[src/rtl/data_order_check.sv]
// Per-channel checker for the upstream incrementing count pattern.
// Passes ADC signals through and reports lock, mismatch and error counts.
module data_order_check #(
    parameter int NUM_CHANNELS   = 4,
    parameter int CHANNEL_WIDTH  = 16,
    parameter int CHANNEL_OFFSET = 1024,
    parameter int ERR_CNT_WIDTH  = 32,
    parameter int RESYNC_ERRORS  = 4
) (
    input  logic                                    adc_clk,
    input  logic                                    adc_rstn,
    input  logic                                    check_enable,
    input  logic                                    strict_start,
    input  logic                                    clear,
    input  logic [NUM_CHANNELS*CHANNEL_WIDTH-1:0]   adc_data_in,
    input  logic [NUM_CHANNELS-1:0]                 adc_enable_in,
    input  logic [NUM_CHANNELS-1:0]                 adc_valid_in,
    output logic [NUM_CHANNELS*CHANNEL_WIDTH-1:0]   adc_data_out,
    output logic [NUM_CHANNELS-1:0]                 adc_enable_out,
    output logic [NUM_CHANNELS-1:0]                 adc_valid_out,
    output logic [NUM_CHANNELS-1:0]                 locked,
    output logic [NUM_CHANNELS-1:0]                 mismatch,
    output logic [NUM_CHANNELS-1:0]                 error_sticky,
    output logic [NUM_CHANNELS*ERR_CNT_WIDTH-1:0]   error_count
);

    localparam int CW = CHANNEL_WIDTH;
    localparam int EW = ERR_CNT_WIDTH;
    localparam logic [EW-1:0] CNT_MAX = '1;
    localparam logic [7:0] RESYNC = 8'(RESYNC_ERRORS);

    typedef enum logic [1:0] {
        IDLE,
        ACQUIRE,
        TRACK
    } state_t;

    assign adc_data_out   = adc_data_in;
    assign adc_enable_out = adc_enable_in;
    assign adc_valid_out  = adc_valid_in;

    for (genvar i = 0; i < NUM_CHANNELS; i++) begin : g_ch
        localparam logic [CW-1:0] BASE = CW'(CHANNEL_OFFSET * i);

        state_t          state, state_nxt;
        logic [CW-1:0]   expected, expected_nxt;
        logic [7:0]      consec, consec_nxt;
        logic [EW-1:0]   count, count_nxt;
        logic            sticky, sticky_nxt;
        logic            mis;
        logic            err;
        logic            chan_on;
        logic            accept;
        logic [CW-1:0]   sample;

        assign sample  = adc_data_in[CW*i +: CW];
        assign chan_on = check_enable & adc_enable_in[i];
        assign accept  = chan_on & adc_valid_in[i];

        always_comb begin
            state_nxt    = state;
            expected_nxt = expected;
            consec_nxt   = consec;
            err          = 1'b0;
            unique case (state)
                IDLE: begin
                    if (chan_on) state_nxt = ACQUIRE;
                end
                ACQUIRE: begin
                    if (accept) begin
                        expected_nxt = sample + 1'b1;
                        consec_nxt   = '0;
                        state_nxt    = TRACK;
                        err          = strict_start && (sample != BASE);
                    end
                end
                TRACK: begin
                    if (accept) begin
                        if (sample == expected) begin
                            expected_nxt = expected + 1'b1;
                            consec_nxt   = '0;
                        end else begin
                            err          = 1'b1;
                            expected_nxt = sample + 1'b1;
                            if (consec + 8'd1 == RESYNC) begin
                                state_nxt  = ACQUIRE;
                                consec_nxt = '0;
                            end else begin
                                consec_nxt = consec + 8'd1;
                            end
                        end
                    end
                end
                default: state_nxt = IDLE;
            endcase
            // Losing enable always wins and drops tracking back to IDLE
            if (!chan_on) begin
                state_nxt  = IDLE;
                consec_nxt = '0;
            end
        end

        always_comb begin
            count_nxt  = count;
            sticky_nxt = sticky;
            if (clear) begin
                count_nxt  = '0;
                sticky_nxt = 1'b0;
            end else if (err) begin
                sticky_nxt = 1'b1;
                if (count != CNT_MAX) count_nxt = count + 1'b1;
            end
        end

        always_ff @(posedge adc_clk or negedge adc_rstn) begin
            if (!adc_rstn) begin
                state    <= IDLE;
                expected <= '0;
                consec   <= '0;
                count    <= '0;
                sticky   <= 1'b0;
                mis      <= 1'b0;
            end else begin
                state    <= state_nxt;
                expected <= expected_nxt;
                consec   <= consec_nxt;
                count    <= count_nxt;
                sticky   <= sticky_nxt;
                mis      <= err;
            end
        end

        assign locked[i]             = (state == TRACK);
        assign mismatch[i]           = mis;
        assign error_sticky[i]       = sticky;
        assign error_count[EW*i +: EW] = count;
    end

endmodule

[config.mk]
export PLATFORM = sky130hd
export DESIGN_NAME = data_order_check
export DESIGN_NICKNAME = d
export VERILOG_FILES = /design/src/rtl/data_order_check.sv
export SDC_FILE = /design/constraint.sdc
export NUM_CORES = 1
export LEC_CHECK = 0
export BUFFER_PORTS_ARGS = -buffer_cell sky130_fd_sc_hd__buf_2
export CAP_MARGIN = 5
export CORE_MARGIN = 8
export CORE_UTILIZATION = 55
export DETAILED_ROUTE_END_ITERATION = 10
export PLACE_DENSITY = 0.82
export SETUP_SLACK_MARGIN = 0.02
export SYNTH_ARGS = -nofsm -noshare
export SYNTH_HDL_FRONTEND = slang
export SYNTH_SLANG_ARGS = --single-unit
[constraint.sdc]
create_clock -name adc_clk -period 6.44 [get_ports adc_clk]
set_clock_uncertainty 0.15 [all_clocks]
set_input_delay 1.61 -clock adc_clk [delete_from_list [all_inputs] [get_ports adc_clk]]
set_output_delay 1.61 -clock adc_clk [all_outputs]
set_load 0.03 [all_outputs]
==> results of run 1 <==
kinds of logic after synthesis:
| family | after synthesis |
|---|---|
| AND/OR/NAND/NOR | 783 |
| XOR/XNOR | 124 |
| AO/OA/AOI/OAI | 456 |
| buffers and inverters | 256 |
| adder cells (fa/ha/maj) | 40 |
| multiplexers | 50 |
| flip-flops | 240 |
Yosys cell counts (all sizes together), types with 41 or more instances:
| cell type | count | share of area |
|---|---|---|
| xor2 | 41 | 0.022 |
| nor2 | 110 | 0.025 |
| or4 | 65 | 0.029 |
| nand2 | 136 | 0.031 |
| buf | 113 | 0.048 |
| or3 | 47 | 0.018 |
| xnor2 | 83 | 0.044 |
| nand3 | 133 | 0.040 |
| clkbuf | 70 | 0.016 |
| nand4 | 82 | 0.032 |
| o31ai | 63 | 0.028 |
| o21ai | 99 | 0.030 |
| a21oi | 161 | 0.048 |
| dfrtp | 240 | 0.36 |
| inv | 73 | 0.016 |
worst paths after layout:
check	startpoint	to	cells past startpoint	slack, ns
worst max-delay path	adc_data_in[9]	g_ch[0].count[28]$_DFFE_PN0P_	7	2.40
worst min-delay path	g_ch[2].expected[15]$_DFFE_PN0P_	g_ch[2].expected[15]$_DFFE_PN0P_	2	0.36
worst max register to register	g_ch[2].count[7]$_DFFE_PN0P_	g_ch[2].count[23]$_DFFE_PN0P_	6	3.05
worst min register to register	g_ch[2].expected[15]$_DFFE_PN0P_	g_ch[2].expected[15]$_DFFE_PN0P_	2	0.36
max in group asynchronous	adc_rstn	g_ch[3].count[18]$_DFFE_PN0P_	2	3.96
min in group asynchronous	adc_rstn	g_ch[0].count[6]$_DFFE_PN0P_	1	0.95
where the power goes:
part	switching, mW	internal [mW]
clock network	0.659	1.05
registers	0.189	1.63
logic	0.413	0.293
layer usage:
layer | part of all wire | vias up | routed length, um
met1 | 0.42 | 7560 | 19200
li1 | - | 7427 | -
met3 | 0.077 | 82 | 3490
met2 | 0.47 | 618 | 21500
met5 | 0 | - | 0
met4 | 0.027 | 0 | 1240
cell usage in the layout (no fill, tap or decap), types with 19 or more instances in the layout:
| master | n |
|---|---|
| a21oi_1 | 161 |
| a2bb2oi_1 | 22 |
| and3_1 | 39 |
| buf_2 | 286 |
| clkbuf_16 | 29 |
| dfrtp_1 | 240 |
| ha_1 | 40 |
| inv_1 | 73 |
| mux2i_1 | 27 |
| nand2_1 | 136 |
| nand3_1 | 133 |
| nand4_1 | 81 |
| nor2_1 | 110 |
| nor2b_1 | 29 |
| nor3_1 | 35 |
| nor4_1 | 29 |
| o21ai_0 | 96 |
| o22ai_1 | 19 |
| o31ai_1 | 63 |
| or3_1 | 46 |
| or4_1 | 65 |
| xnor2_1 | 83 |
| xor2_1 | 41 |
registers in the layout, summed over array words and instances, names as in the netlist:
name / count
g_ch.count: 128
g_ch.expected: 64
g_ch.consec: 32
g_ch.state: 8
g_ch.mis: 4
g_ch.sticky: 4
final cells by class:
| type | count | area, um^2 |
|---|---|---|
| inverters | 73 | 274 |
| multi-input cells | 1453 | 9350 |
| repair buffers | 296 | 1550 |
| fillers | 2485 | 11100 |
| flip-flops and latches | 240 | 6010 |
| clock inverters | 15 | 186 |
| well taps | 390 | 488 |
| clock buffers | 36 | 812 |
through the flow:
step,total power [mW],setup WS [ns],util,std cells,hold slack [ns]
detailed placement,2.54,1.87,0.592,2451,0.352
global placement,2.51,1.98,0.592,2451,0.334
global route,4.43,2.21,0.626,2503,0.397
CTS,4.26,2.45,0.625,2502,0.362
finish,4.23,2.40,0.626,2503,0.359
floorplan,2.33,2.82,-,1949,0.320
worst max-delay path, stage by stage:
cell      delay (ns)
buf_2           0.13
or4_1           0.51
nor4_1          0.25
a311o_1         0.27
a21o_1          0.91
inv_1           0.25
a221oi_1        0.35
==> results_dict.tcl, run 1 <==
set metrics [dict create \
    clock_path_buffers 3 \
    synthAdderAreaFrac 0.0300 \
    cts_max_level 1 \
    max_cap_viol_count 0 \
    busiest_layer "met2" \
    die_h_um 190 \
    grt_pass1_vias 14800 \
    cts_tree "done" \
    vias 15700 \
    status "completed" \
    met3_usage 0.0390 \
    tns_ns 0 \
    wl_per_cell_um 18.1 \
    antenna_found_initial 0 \
    track_usage 0.238 \
    cts_buffers 28 \
    min_path_type "reg -> reg" \
    setup_viol 0 \
    via_per_inst 6.27 \
    synth_xor_area_frac 0.0651 \
    start_util 0.560 \
    area_growth_pct 11.8 \
    crit_type "in -> reg" \
    ys_types 80 \
    cts.clk_slew.worst_paths_ns 0.07 \
    ys_warn_count 0 \
    max_slew_margin 0.214 \
    p_leak_nw 7.97 \
    nets 2209 \
    final_hold_viol_count 0 \
    port_buffers 288 \
    grt_start_max_net_pins 135 \
    syn-mean-instance-area_um2 8.56 \
    synth_compound_area_frac 0.173 \
    dp_hpwl_mm 32.0 \
    place_area_um2 17600 \
    root_buffer "clkbuf_16" \
    row_count 63 \
    worstMarginPinSlew_ns 1.17 \
    final-max-slew-violation-count 0 \
    grtUsageMet2 0.394 \
    peakVddDrop_uv 203 \
    synthArstFlopShare 1.00 \
    post-route-period-util 0.627 \
    synth-edff-count 0 \
    wl_mm 45.4 \
    grt_pass1_wl_mm 74.2 \
    synth-simple-area-share 0.260 \
    syn-num-nets 2066 \
    synthFlopType "dfrtp_1" \
    synthMuxAreaShare 0.0317 \
    fmax_mhz 247 \
    layout_min_cycle_time_ns 4.04 \
    core_um2 29800 \
    diodes 0 \
    required_ns 6.72 \
    rsz0062_at_grt "false" \
    cp_max_fo 44 \
    critPathLaunchType "input pin" \
    cp_data_arrival_time_ns 4.32 \
    grtUsageMet1 0.318 \
    cts_hold_buf 0 \
    drive_gt1_frac 0.181 \
    drt_iter0_markers 1333 \
    dr.pass1.iters 6 \
    die_w_um 190 \
    end_kind "flop" \
    power.density_nw_per_um2 227 \
    clock-sinks 240 \
    syn_inst 1949 \
    ant_nets 0 \
    ios 289 \
    grt_overflow 0 \
    gp_congestion 0.908 \
    drcViolationCount 0 \
    ctsResizeCount 0 \
    dieArea_um2 36200 \
    finalInstanceArea_um2 18700 \
    synth-seq-cells 240 \
    syn_area_um2 16700 \
    seq_area_frac_synth 0.360 \
    synth_top_family_by_area "simple AND/OR/NAND/NOR gates" \
    cts_setup_buffers 0 \
    clkLatencyLatePin_ns 0.54 \
]
(Power assumes the default switching activity.)
==> run 2: changes to the inputs <==
==> constraint.sdc (replaced) <==
create_clock -name adc_clk -period 3.8 [get_ports adc_clk]
set_clock_uncertainty 0.15 [all_clocks]
set_input_delay 0.95 -clock adc_clk [delete_from_list [all_inputs] [get_ports adc_clk]]
set_output_delay 0.95 -clock adc_clk [all_outputs]
set_load 0.03 [all_outputs]
==> results_dict.tcl, run 2 (synthesized netlist as in run 1, its figures left out) <==
set metrics [dict create \
    combPwrFrac 0.166 \
    crit_start "g_ch[1].state[0]$_DFFE_PN0P_" \
    final_hold_viol_count 0 \
    critPathLaunchType "flop" \
    worstMarginPinSlew_ns 0.871 \
    top_register "g_ch.count" \
    core_um2 29800 \
    dr.pass1.iters 5 \
    start_util 0.560 \
    final_cell_mix "buf_2 (286), dfrtp_1 (240), a21oi_1 (161)" \
    grt_pass1_vias 15200 \
    diodes 0 \
    dp_hpwl_mm 32.5 \
    grt_start_max_net_pins 85 \
    grt_pass1_wl_mm 74.9 \
    via_per_inst 6.22 \
    crit_type "reg -> out" \
    layout_min_cycle_time_ns 3.02 \
    die_w_um 190 \
    largestRegisters "g_ch.count (128), g_ch.expected (64), g_ch.consec (32)" \
    mostFrequentLayoutCell "buf_2" \
    cts_hold_buf 0 \
    slowest_stage "ha_1" \
    swShare 0.293 \
    required_ns 2.70 \
    netSwitchingPower_mw 2.14 \
    cts_setup_buffers 0 \
    max_slew_margin 0.414 \
    drive_gt1_frac 0.189 \
    status "completed" \
    largest_reg_flops 128 \
    vias 15700 \
    rsz0062_at_grt "false" \
    tns_ns 0 \
    ctsResizeCount 0 \
    crit_buf_inv 2 \
    cp_max_fo 17 \
    gp_congestion 0.914 \
    grt_overflow 0 \
    area_growth_pct 13.1 \
    crit_family "adder cells" \
    ios 289 \
    peakVddDrop_uv 354 \
    dieArea_um2 36200 \
    root_buffer "clkbuf_16" \
    max_cap_viol_count 0 \
    wl_per_cell_um 18.0 \
    wl_mm 45.3 \
    ant_nets 0 \
    clock_path_buffers 3 \
    final-max-slew-violation-count 0 \
    r2r-start "g_ch[2].count[0]$_DFFE_PN0P_" \
    slowest_delay_ns 0.55 \
    clkLatencyLatePin_ns 0.54 \
    clock-sinks 240 \
    port_buffers 288 \
    cts_tree "done" \
    path_cells "inv_1, ha_1, buf_2" \
    drcViolationCount 0 \
    cp_data_arrival_time_ns 1.92 \
    seqPwrFrac 0.421 \
    p_int_mw 5.16 \
    drt_iter0_markers 1153 \
    cts_max_level 1 \
    setup_ws_ns 0.783 \
    nets 2229 \
    die_h_um 190 \
    antenna_found_initial 0 \
    end_kind "output port" \
    p_leak_nw 8.10 \
    fmax_mhz 331 \
    row_count 63 \
    post-route-period-util 0.794 \
    pwr-share-clk 0.412 \
    min_path_type "in -> async" \
    setup_viol 0 \
    power.density_nw_per_um2 387 \
    cts.clk_slew.worst_paths_ns 0.06 \
    pre_cts_ws_ns 0.392 \
    track_usage 0.241 \
    cts_buffers 28 \
]
==> run 2: cell count changes in the layout (fill, tap and decap cells not counted), sizes merged <==
cell      previous run  this run
clkinvlp             3         2
inv                 74        73
buf                296       316
clkinv               7         8
bufinv               4         6
==> run 2: worst paths after layout <==
check                      slack [ns]                         endpoint  cells past startpoint
setup / recovery                 0.78                        locked[1]                      3
hold / removal                   0.20  g_ch[1].expected[0]$_DFFE_PN0P_                      1
setup reg to reg                 0.94    g_ch[2].count[30]$_DFFE_PN0P_                      8
hold reg to reg                  0.36       g_ch[2].sticky$_DFFE_PN0P_                      2
max in group asynchronous        2.43    g_ch[3].count[13]$_DFFE_PN0P_                      2
min in group adc_clk             0.36       g_ch[2].sticky$_DFFE_PN0P_                      2
==> run 2: per-layer routing <==
metal  vias up  routed length (um)  global-route usage
li1       7456                   -                   -
met1      7529               19300               0.317
met2       625               21100               0.393
met4         0                1410              0.0853
met3        92                3610              0.0471
met5         -                   0                   0
==> run 2: cell type report <==
type	instances	area, um^2
Fill cell	2504	10900
Multi-Input combinational cell	1453	9350
Sequential cell	240	6010
Timing Repair Buffer	316	1710
Clock buffer	36	802
Tap cell	390	488
Inverter	73	274
Clock inverter	16	239
==> run 2: power by group through the flow <==
stage               registers, mW  clock network, mW  logic, mW
floorplan                    2.99                  0      0.966
global placement             3.09                  0       1.18
detailed placement           3.11                  0       1.21
CTS                          3.06               3.07       1.21
global route                 3.10               3.19       1.35
finish                       3.07               3.01       1.21
==> run 2: through the flow <==
step | std cells | area [um^2] | power, mW | hold slack (ns) | util
floorplan | 1949 | 16700 | 3.96 | 0.320 | -
global placement | 2472 | 17800 | 4.27 | 0.334 | 0.599
global route | 2524 | 18900 | 7.64 | 0.223 | 0.633
CTS | 2524 | 18900 | 7.35 | 0.202 | 0.633
finish | 2524 | 18900 | 7.30 | 0.197 | 0.633
detailed placement | 2472 | 17800 | 4.32 | 0.352 | 0.599
==> run 2: worst reg2reg max path, cell delays in order (launching register included) <==
cell     delay [ns]
dfrtp_1        0.45
ha_1           0.26
nand3_1        0.09
nor2_1         0.52
nand4_1        0.56
buf_4          0.37
nand4_1        0.12
o21ai_0        0.09
a21oi_1        0.16
